`config.mk`:
```
export PLATFORM = sky130hd
export DESIGN_NAME = imem_loader
export DESIGN_NICKNAME = d
export VERILOG_FILES = /design/src/rtl/imem_loader.sv
export SDC_FILE = /design/constraint.sdc
export NUM_CORES = 1
export LEC_CHECK = 0
export BUFFER_PORTS_ARGS = -buffer_cell sky130_fd_sc_hd__buf_2
export CORE_ASPECT_RATIO = 1.25
export CORE_MARGIN = 2
export CORE_UTILIZATION = 52
export DETAILED_ROUTE_END_ITERATION = 10
export PLACE_DENSITY = 0.83
export SETUP_SLACK_MARGIN = 0.2
export SYNTH_ARGS = -nofsm -noshare
export SYNTH_HDL_FRONTEND = slang
export SYNTH_SLANG_ARGS = --single-unit
```
`constraint.sdc`:
```
create_clock -name clk -period 2.1 [get_ports clk]
set_input_delay 0.42 -clock clk [delete_from_list [all_inputs] [get_ports clk]]
set_output_delay 0.42 -clock clk [all_outputs]
set_load 0.02 [all_outputs]
```
`src/rtl/imem_loader.sv`:
```
// Boot-time instruction memory loader: receives a length-prefixed byte frame,
// packs big-endian 32-bit words, writes them out and releases the CPU on a good checksum.
module imem_loader #(
    parameter int ADDR_W = 8
) (
    input  logic              clk,
    input  logic              reset,
    input  logic              start,
    input  logic [7:0]        in_data,
    input  logic              in_valid,
    output logic              in_ready,
    output logic              mem_we,
    output logic [ADDR_W-1:0] mem_addr,
    output logic [31:0]       mem_wdata,
    output logic              cpu_hold,
    output logic              done,
    output logic              error
);

    typedef enum logic [2:0] {
        IDLE   = 3'd0,
        HDR_HI = 3'd1,
        HDR_LO = 3'd2,
        DATA   = 3'd3,
        CSUM   = 3'd4,
        DONE   = 3'd5,
        ERR    = 3'd6
    } state_t;

    localparam logic [16:0] MAX_WORDS = 17'd1 << ADDR_W;

    function automatic logic [7:0] csum_fold(input logic [7:0] acc, input logic [7:0] b);
        return acc ^ b;
    endfunction

    state_t              state_r;
    state_t              state_next_s;
    logic [7:0]          len_hi_r;
    logic [15:0]         len_r;
    logic [1:0]          byte_cnt_r;
    logic [ADDR_W-1:0]   word_idx_r;
    logic [23:0]         word_r;
    logic [7:0]          csum_r;

    logic                accept_s;
    logic                word_done_s;
    logic                last_word_s;
    logic                len_bad_s;
    logic [15:0]         len_s;
    logic                ready_s;
    logic                done_s;
    logic                error_s;
    logic                hold_s;

    assign accept_s    = in_valid & in_ready;
    assign word_done_s = accept_s && (state_r == DATA) && (byte_cnt_r == 2'd3);
    assign len_s       = {len_hi_r, in_data};
    assign len_bad_s   = (len_s == 16'd0) || ({1'b0, len_s} > MAX_WORDS);
    // Length check bounds word_idx_r to ADDR_W bits, so a zero-extended compare suffices.
    assign last_word_s = (16'(word_idx_r) == (len_r - 16'd1));

    // State register plus registered per-state outputs decoded from the next state.
    always_ff @(posedge clk) begin
        if (reset) begin
            state_r  <= IDLE;
            in_ready <= 1'b0;
            done     <= 1'b0;
            error    <= 1'b0;
            cpu_hold <= 1'b1;
        end else begin
            state_r  <= state_next_s;
            in_ready <= ready_s;
            done     <= done_s;
            error    <= error_s;
            cpu_hold <= hold_s;
        end
    end

    // Next-state logic; every transition out of a receiving state needs a handshake.
    always_comb begin
        state_next_s = state_r;
        case (state_r)
            IDLE, DONE, ERR: begin
                if (start) state_next_s = HDR_HI;
                else       state_next_s = state_r;
            end
            HDR_HI: begin
                if (accept_s) state_next_s = HDR_LO;
                else          state_next_s = state_r;
            end
            HDR_LO: begin
                if (accept_s) state_next_s = len_bad_s ? ERR : DATA;
                else          state_next_s = state_r;
            end
            DATA: begin
                if (word_done_s && last_word_s) state_next_s = CSUM;
                else                            state_next_s = state_r;
            end
            CSUM: begin
                if (accept_s) state_next_s = (in_data == csum_r) ? DONE : ERR;
                else          state_next_s = state_r;
            end
            default: state_next_s = IDLE;
        endcase
    end

    // Output decode of the upcoming state, so the registered outputs track state_r exactly.
    always_comb begin
        ready_s = 1'b0;
        done_s  = 1'b0;
        error_s = 1'b0;
        hold_s  = 1'b1;
        case (state_next_s)
            HDR_HI, HDR_LO, DATA, CSUM: ready_s = 1'b1;
            DONE: begin
                done_s = 1'b1;
                hold_s = 1'b0;
            end
            ERR:     error_s = 1'b1;
            default: ready_s = 1'b0;
        endcase
    end

    // Datapath: header latch, word packing, checksum accumulation and the write strobe.
    always_ff @(posedge clk) begin
        if (reset) begin
            mem_we     <= 1'b0;
            mem_addr   <= '0;
            mem_wdata  <= 32'h0000_0000;
            len_hi_r   <= 8'h00;
            len_r      <= 16'h0000;
            byte_cnt_r <= 2'd0;
            word_idx_r <= '0;
            word_r     <= 24'h00_0000;
            csum_r     <= 8'h00;
        end else begin
            mem_we <= word_done_s;
            case (state_r)
                IDLE, DONE, ERR: begin
                    if (start) begin
                        byte_cnt_r <= 2'd0;
                        word_idx_r <= '0;
                        csum_r     <= 8'h00;
                        mem_addr   <= '0;
                    end
                end
                HDR_HI: begin
                    if (accept_s) len_hi_r <= in_data;
                end
                HDR_LO: begin
                    if (accept_s) len_r <= len_s;
                end
                DATA: begin
                    if (accept_s) begin
                        word_r     <= {word_r[15:0], in_data};
                        csum_r     <= csum_fold(csum_r, in_data);
                        byte_cnt_r <= byte_cnt_r + 2'd1;
                        if (byte_cnt_r == 2'd3) begin
                            mem_addr   <= word_idx_r;
                            mem_wdata  <= {word_r, in_data};
                            word_idx_r <= word_idx_r + ADDR_W'(1'b1);
                        end
                    end
                end
                default: begin
                end
            endcase
        end
    end

endmodule
```
==> metrics.yaml, run 1 <==
setup_path:
  crit_type: "reg2reg"
  crit_chain: "inv_2 > ha_4 > or3b_4 > xnor2_1 > nor3_1 > o2111ai_2 > o31a_1 > or3_1"
  max_stage_delay_ps: 410
  reg2reg_depth: 8
  cp-end-kind: "flip-flop"
  crit_fanout: 4
  cp_data_arrival_time_ps: 2660
  crit_path_start_kind: "flip-flop"
  critPathSlowestCell: "or3b_4"
  critPathRequiredTime_ps: 2390
grt:
  grt-ovfl-total: 0
  grt_pass1_wl_um: 20600
  grt_max_degree: 72
  grt_usage_pct: 26.4
  grt_pass1_vias: 4493
  antenna_found_initial: 0
clock_tree:
  htree_levels: 4
  tritoncts: "built"
  root_buffer: "clkbuf_16"
  clkTransAtPathRegs_ps: 50
  cts_made_buffers: 17
  clock_sinks: 114
  clock_latency_ps: 410
  cts_buffer_depth: 2
sta:
  tns_ps: -974
  tightest_slew_ps: 576
  fin_crit_sh_pct: 113
  holdWs_ps: 308
  drv_slew: 0
  setup_viol: 6
  rsz0062_at_grt: "true"
  clock.fmax_mhz: 423
  timing.final.ws_setup_ps: -265
  finClkSkew_ps: 8.55
  hold_violations: 0
  min_period_ps: 2370
  max_slew_margin_pct: 61.6
floorplanning:
  die-area_mm2: 0.00996
  die_w_um: 89.7
  io_pins: 57
  core_mm2: 0.00903
  die_h_um: 111
  start_util_pct: 52.8
  rows: 39
yosys:
  synth_seq_area_share_pct: 47.9
  synth-adder-area-share_pct: 0.787
  yosys.area.top_type: "dfxtp_1"
  synth.avg_cell_area_um2: 7.96
  ys.flop_type: "dfxtp_1"
  synthSimpleGateAreaFrac_pct: 25.1
  synth_area_mm2: 0.00477
  synth_cell_types: 50
  synth_compound_area_share_pct: 14.1
  ys_ff_latch: 114
  synth_top_family_by_area: "simple AND/OR/NAND/NOR gates"
  syn_nets: 614
  synthMuxAreaShare_pct: 3.65
  synth_top_area_share_pct: 47.9
  yosys.area_share.xor_xnor_pct: 4.96
  yosysWarnings: 0
  synthArstFlopShare_pct: 0
  netlist_instances: 599
  synthTopCellsByArea: "dfxtp_1 48%, nand2_1 13%, a21oi_1 9.6%"
  synth-edff-count: 0
power_and_ir_drop:
  p_sw_w: 0.00118
  ir_drop_mv: 0.586
  pwr-share-clk_pct: 52.0
  seqPwrFrac_pct: 41.6
  power_frac_comb_pct: 6.4
  p_sw_share_pct: 22.4
  powerDensity_mw_per_mm2: 838
  internal_power_w: 0.00409
  p_total_w: 0.00527
  p_leak_nw: 2.44
cells_and_area:
  fin_nets: 708
  mostFrequentLayoutCell: "nand2_1"
  final_cell_mix: "171 x nand2_1, 110 x dfxtp_1, 91 x a21oi_1"
  layout.core_utilization_pct: 69.7
  area_growth_syn_to_layout_pct: 31.9
  final_layout_size_suffix_gt1_share_pct: 25.6
  fin_area_mm2: 0.00629
  antenna-diode-count: 0
detailed_routing:
  wire_per_inst_um: 15.5
  num_vias: 4627
  drtAntennaViolNets: 0
  vias_per_cell: 5.58
  wirelength_um: 12900
  drtIter0Drc: 316
  post-route-drc-count: 0
  firstDrtPassIters: 5
worst_hold_path:
  whs_path_depth: 3
  min_path_type: "in2reg"
place:
  place_hpwl_um: 8050
  gp_congestion: 0.914
  portBuffers: 56
  dpl-instance-area_mm2: 0.00551
status:
  outcome: "finished, violations left"
  failed_checks: "negative setup slack"
flow_run:
  drv_cap: 0
registers in the layout, summed over array words and instances (netlist names):
name	count
word_idx_r	8
len_hi_r	8
error	1
done	1
mem_we	1
byte_cnt_r	2
in_ready	1
mem_wdata	32
cpu_hold	1
mem_addr	8
csum_r	8
state_r	3
len_r	16
word_r	24
worst paths after layout:
check	from	endpoint	slack, ps
max	len_r[1]	cpu_hold	-270
min	in_data[3]	mem_wdata[3]	310
max reg2reg	len_r[1]	cpu_hold	-270
min reg2reg	mem_wdata[20]	mem_wdata[20]	450
worst max-delay path: cells and delay by family (launching register included):
kind,cells,cell delay (ps)
fa+ha+maj,1,140
simple gates,3,1040
xor+xnor,1,160
buf+inv,1,60
compound gates,2,520
flops,1,320
through the flow:
step	cells	worst slack, ps
after floorplan	599	-93.8
after global placement	789	-140
after detailed placement	789	-156
after CTS	826	-135
after global routing	829	-318
final	829	-265
power by group through the flow:
stage | clock network, W | logic (W) | registers (W)
after floorplan | 0 | 0.000159 | 0.00224
after global placement | 0 | 0.000283 | 0.00224
after detailed placement | 0 | 0.000290 | 0.00224
after CTS | 0.00276 | 0.000309 | 0.00219
after global routing | 0.00287 | 0.000361 | 0.00219
final | 0.00274 | 0.000337 | 0.00219
cell type report:
class                   count  area [µm²]
clock buffers              22         454
clock inverters            10         110
fillers                   655        2740
inverters                   4        15.0
multi-input cells         441        2490
flip-flops and latches    114        2290
well taps                 123         154
repair buffers            115         781
kinds of logic (layout without fill, tap and decap cells):
family	after synthesis	count (layout)
buffers and inverters	44	151
AOI/OAI and AO/OA	122	122
adders and majority gates	3	3
and+or+nand+nor	272	272
xor gates and xnor gates	27	27
DFF	114	114
muxes	17	17
cell usage after synthesis, types with 4 or more instances:
| cell | number |
|---|---|
| nor3_1 | 11 |
| nand4_1 | 4 |
| a21oi_1 | 91 |
| mux2i_1 | 14 |
| xor2_1 | 15 |
| clkbuf_1 | 37 |
| dfxtp_1 | 114 |
| inv_1 | 4 |
| nand2_1 | 171 |
| nor2b_1 | 5 |
| xnor2_1 | 12 |
| nor4_1 | 7 |
| nor3b_1 | 4 |
| nor2_1 | 42 |
| and3_1 | 4 |
| or4_1 | 5 |
| o21ai_0 | 12 |
timing repair:
item	CTS	global route
setup endpoints to repair	13	20
resized for setup	13	18
buffers inserted	5	3
hold buffers	0	0
pin swaps	2	4
metal layers:
layer	up-vias	track usage [%]	wire length, µm
li1	2204	-	-
met1	2185	29.5	4850
met2	191	44.7	6930
met3	47	6.63	627
met4	0	14.1	472
met5	-	0	0
Note: power is estimated with default switching activity, not from simulation.
==> run 2: changes to the inputs <==
--- a/config.mk
+++ b/config.mk
@@ -11,7 +11,7 @@
 export CORE_UTILIZATION = 52
 export DETAILED_ROUTE_END_ITERATION = 10
 export PLACE_DENSITY = 0.83
-export SETUP_SLACK_MARGIN = 0.2
+export SETUP_SLACK_MARGIN = 0.05
 export SYNTH_ARGS = -nofsm -noshare
 export SYNTH_HDL_FRONTEND = slang
 export SYNTH_SLANG_ARGS = --single-unit
==> run 2 against run 1 <==
Effect of this change:
- the flow still finishes with violations (negative setup slack)
- critical path depth stayed put
- non-clock buffer count is 8 lower
- via count is 2.1% lower
- critical path type unchanged
- critical endpoint unchanged
- largest cell class unchanged
==> metrics.yaml, run 2 (same netlist as run 1, synthesis figures left out) <==
cells_and_area:
  area_growth_syn_to_layout_pct: 29.8
  fin_area_mm2: 0.00619  # -1.6%
  final_cell_mix: "171 x nand2_1, 112 x dfxtp_1, 91 x a21oi_1"
  top_regs: "mem_wdata x32, word_r x24, len_r x16"
  fin_nets: 700  # -1.1%
  final_layout_size_suffix_gt1_share_pct: 24.2  # -1.4 points
  top_register: "mem_wdata"
  layoutNonFillerInstCount: 821  # -0.97%
  mostFrequentLayoutCell: "nand2_1"
  largest_reg_flops: 32  # unchanged
  layout.core_utilization_pct: 68.6  # -1.1 points
  antenna-diode-count: 0  # unchanged
clock_tree:
  cts_made_buffers: 17  # unchanged
  root_buffer: "clkbuf_16"
  htree_levels: 4  # unchanged
  cts_buffer_depth: 2  # unchanged
  clock_sinks: 114  # unchanged
  clkTransAtPathRegs_ps: 60  # about the same
  clock_latency_ps: 420  # about the same
  tritoncts: "built"
  hold_buffers: 0  # unchanged
sta:
  clock.fmax_mhz: 442  # +4.5%
  rsz0062_at_grt: "true"
  min_period_ps: 2260  # -101 ps
  timing.final.ws_setup_ps: -164  # +101 ps
  hold_violations: 0  # unchanged
  fin_crit_sh_pct: 108  # -4.8 points
  max_slew_margin_pct: 74.1  # +12 points
  tightest_slew_ps: 389  # -187 ps
  setup_viol: 4  # -2
  drv_slew: 0  # unchanged
  finClkSkew_ps: 7.63  # -0.916 ps
worst_hold_path:
  min_path_type: "in2reg"
detailed_routing:
  num_vias: 4530  # -2.1%
  drtIter0Drc: 277  # -12%
  wire_per_inst_um: 15.2  # -2.0%
  firstDrtPassIters: 7  # +2
  post-route-drc-count: 0  # unchanged
  drtAntennaViolNets: 0  # unchanged
  vias_per_cell: 5.52  # -1.1%
  wirelength_um: 12500  # -2.9%
floorplanning:
  die_w_um: 89.7  # unchanged
  die_h_um: 111  # unchanged
  rows: 39  # unchanged
  die-area_mm2: 0.00996  # unchanged
  io_pins: 57  # unchanged
  core_mm2: 0.00903  # unchanged
  start_util_pct: 52.8  # unchanged
power_and_ir_drop:
  powerDensity_mw_per_mm2: 830  # -0.94%
  p_leak_nw: 2.41  # -1.2%
  ir_drop_mv: 0.681  # +16%
place:
  dp.cells: 787  # -0.25%
  dpl-instance-area_mm2: 0.00549  # -0.34%
  portBuffers: 56  # unchanged
  place_hpwl_um: 8150  # +1.2%
  post-place-ws_ps: -178  # -21.6 ps
  gp_congestion: 0.920  # +0.69%
grt:
  grt_max_degree: 68  # -5.6%
  grt-ovfl-total: 0  # unchanged
  grt_usage_pct: 26.9  # +0.48 points
  grt_pass1_wl_um: 20700  # +0.33%
  antenna_found_initial: 0  # unchanged
  grt_pass1_vias: 4469  # -0.53%
setup_path:
  crit_type: "reg2reg"
  cp_data_arrival_time_ps: 2560  # -100 ps
  r2r_slack_ps: -160  # +100 ps
  cp-end-kind: "flip-flop"
  crit_path_start_kind: "flip-flop"
  critPathRequiredTime_ps: 2400  # about the same
  crit_fanout: 4  # unchanged
status:
  outcome: "finished, violations left"
  failed_checks: "negative setup slack"
flow_run:
  drv_cap: 0  # unchanged
## run 2: changes by cell type in the layout (fill, tap and decap cells not counted), moves of 2 or more
cell	before	now
buf_6	2	4
dfxtp_2	4	2
nor4_2	3	1
dfxtp_1	110	112
buf_4	53	44
## run 2: power breakdown
| group | internal, W | switching (W) |
|---|---|---|
| clock network | 0.00164 | 0.000986 |
| logic | 0.000131 | 0.000184 |
| registers | 0.00218 | 0.0000141 |
## run 2: final cells by class
| type | instances | area (µm²) |
|---|---|---|
| clock buffers | 22 | 454 |
| clock inverters | 10 | 86.3 |
| fillers | 689 | 2840 |
| inverters | 4 | 15.0 |
| multi-input cells | 441 | 2480 |
| flip-flops and latches | 114 | 2280 |
| well taps | 123 | 154 |
| repair buffers | 107 | 716 |
## run 2: path summary, 6_finish.rpt
kind                       end  cells past startpoint          from
setup reg to reg      cpu_hold                      8      len_r[1]
hold reg to reg   mem_wdata[1]                      2  mem_wdata[1]
hold / removal    mem_wdata[3]                      3    in_data[3]
setup / recovery      cpu_hold                      8      len_r[1]
## run 2: worst max-delay path, cell delays in order, from the launching register on
cell       delay [ps]
dfxtp_2           340
inv_2              70
ha_4              130
or3b_4            430
xnor2_2           220
and3_1            200
o2111ai_2         140
o31a_1            300
or3_1             310
## run 2: what timing repair did
| action | CTS | global route |
|---|---|---|
| setup buffers | 1 | 1 |
| gates resized for setup | 20 | 8 |
| pin swaps | 7 | 0 |
| setup endpoints to repair | 15 | 20 |
## run 2: per-layer routing
| layer | routed length [µm] | share of wire (%) | vias to the layer above | GRT usage (%) |
|---|---|---|---|---|
| li1 | - | - | 2194 | - |
| met1 | 4760 | 38 | 2158 | 29.5 |
| met2 | 6690 | 54 | 133 | 45.4 |
| met3 | 493 | 3.9 | 45 | 6.63 |
| met4 | 559 | 4.5 | 0 | 15.8 |
| met5 | 0 | 0 | - | 0 |
## run 2: stage by stage
stage	setup TNS [ps]	total power (W)	hold WS, ps
2_1_floorplan	-94.4	0.00240	432
3_3_place_gp	-275	0.00251	442
3_5_place_dp	-364	0.00252	445
4_1_cts	-185	0.00514	300
5_1_grt	-780	0.00529	314
6_report	-278	0.00514	301
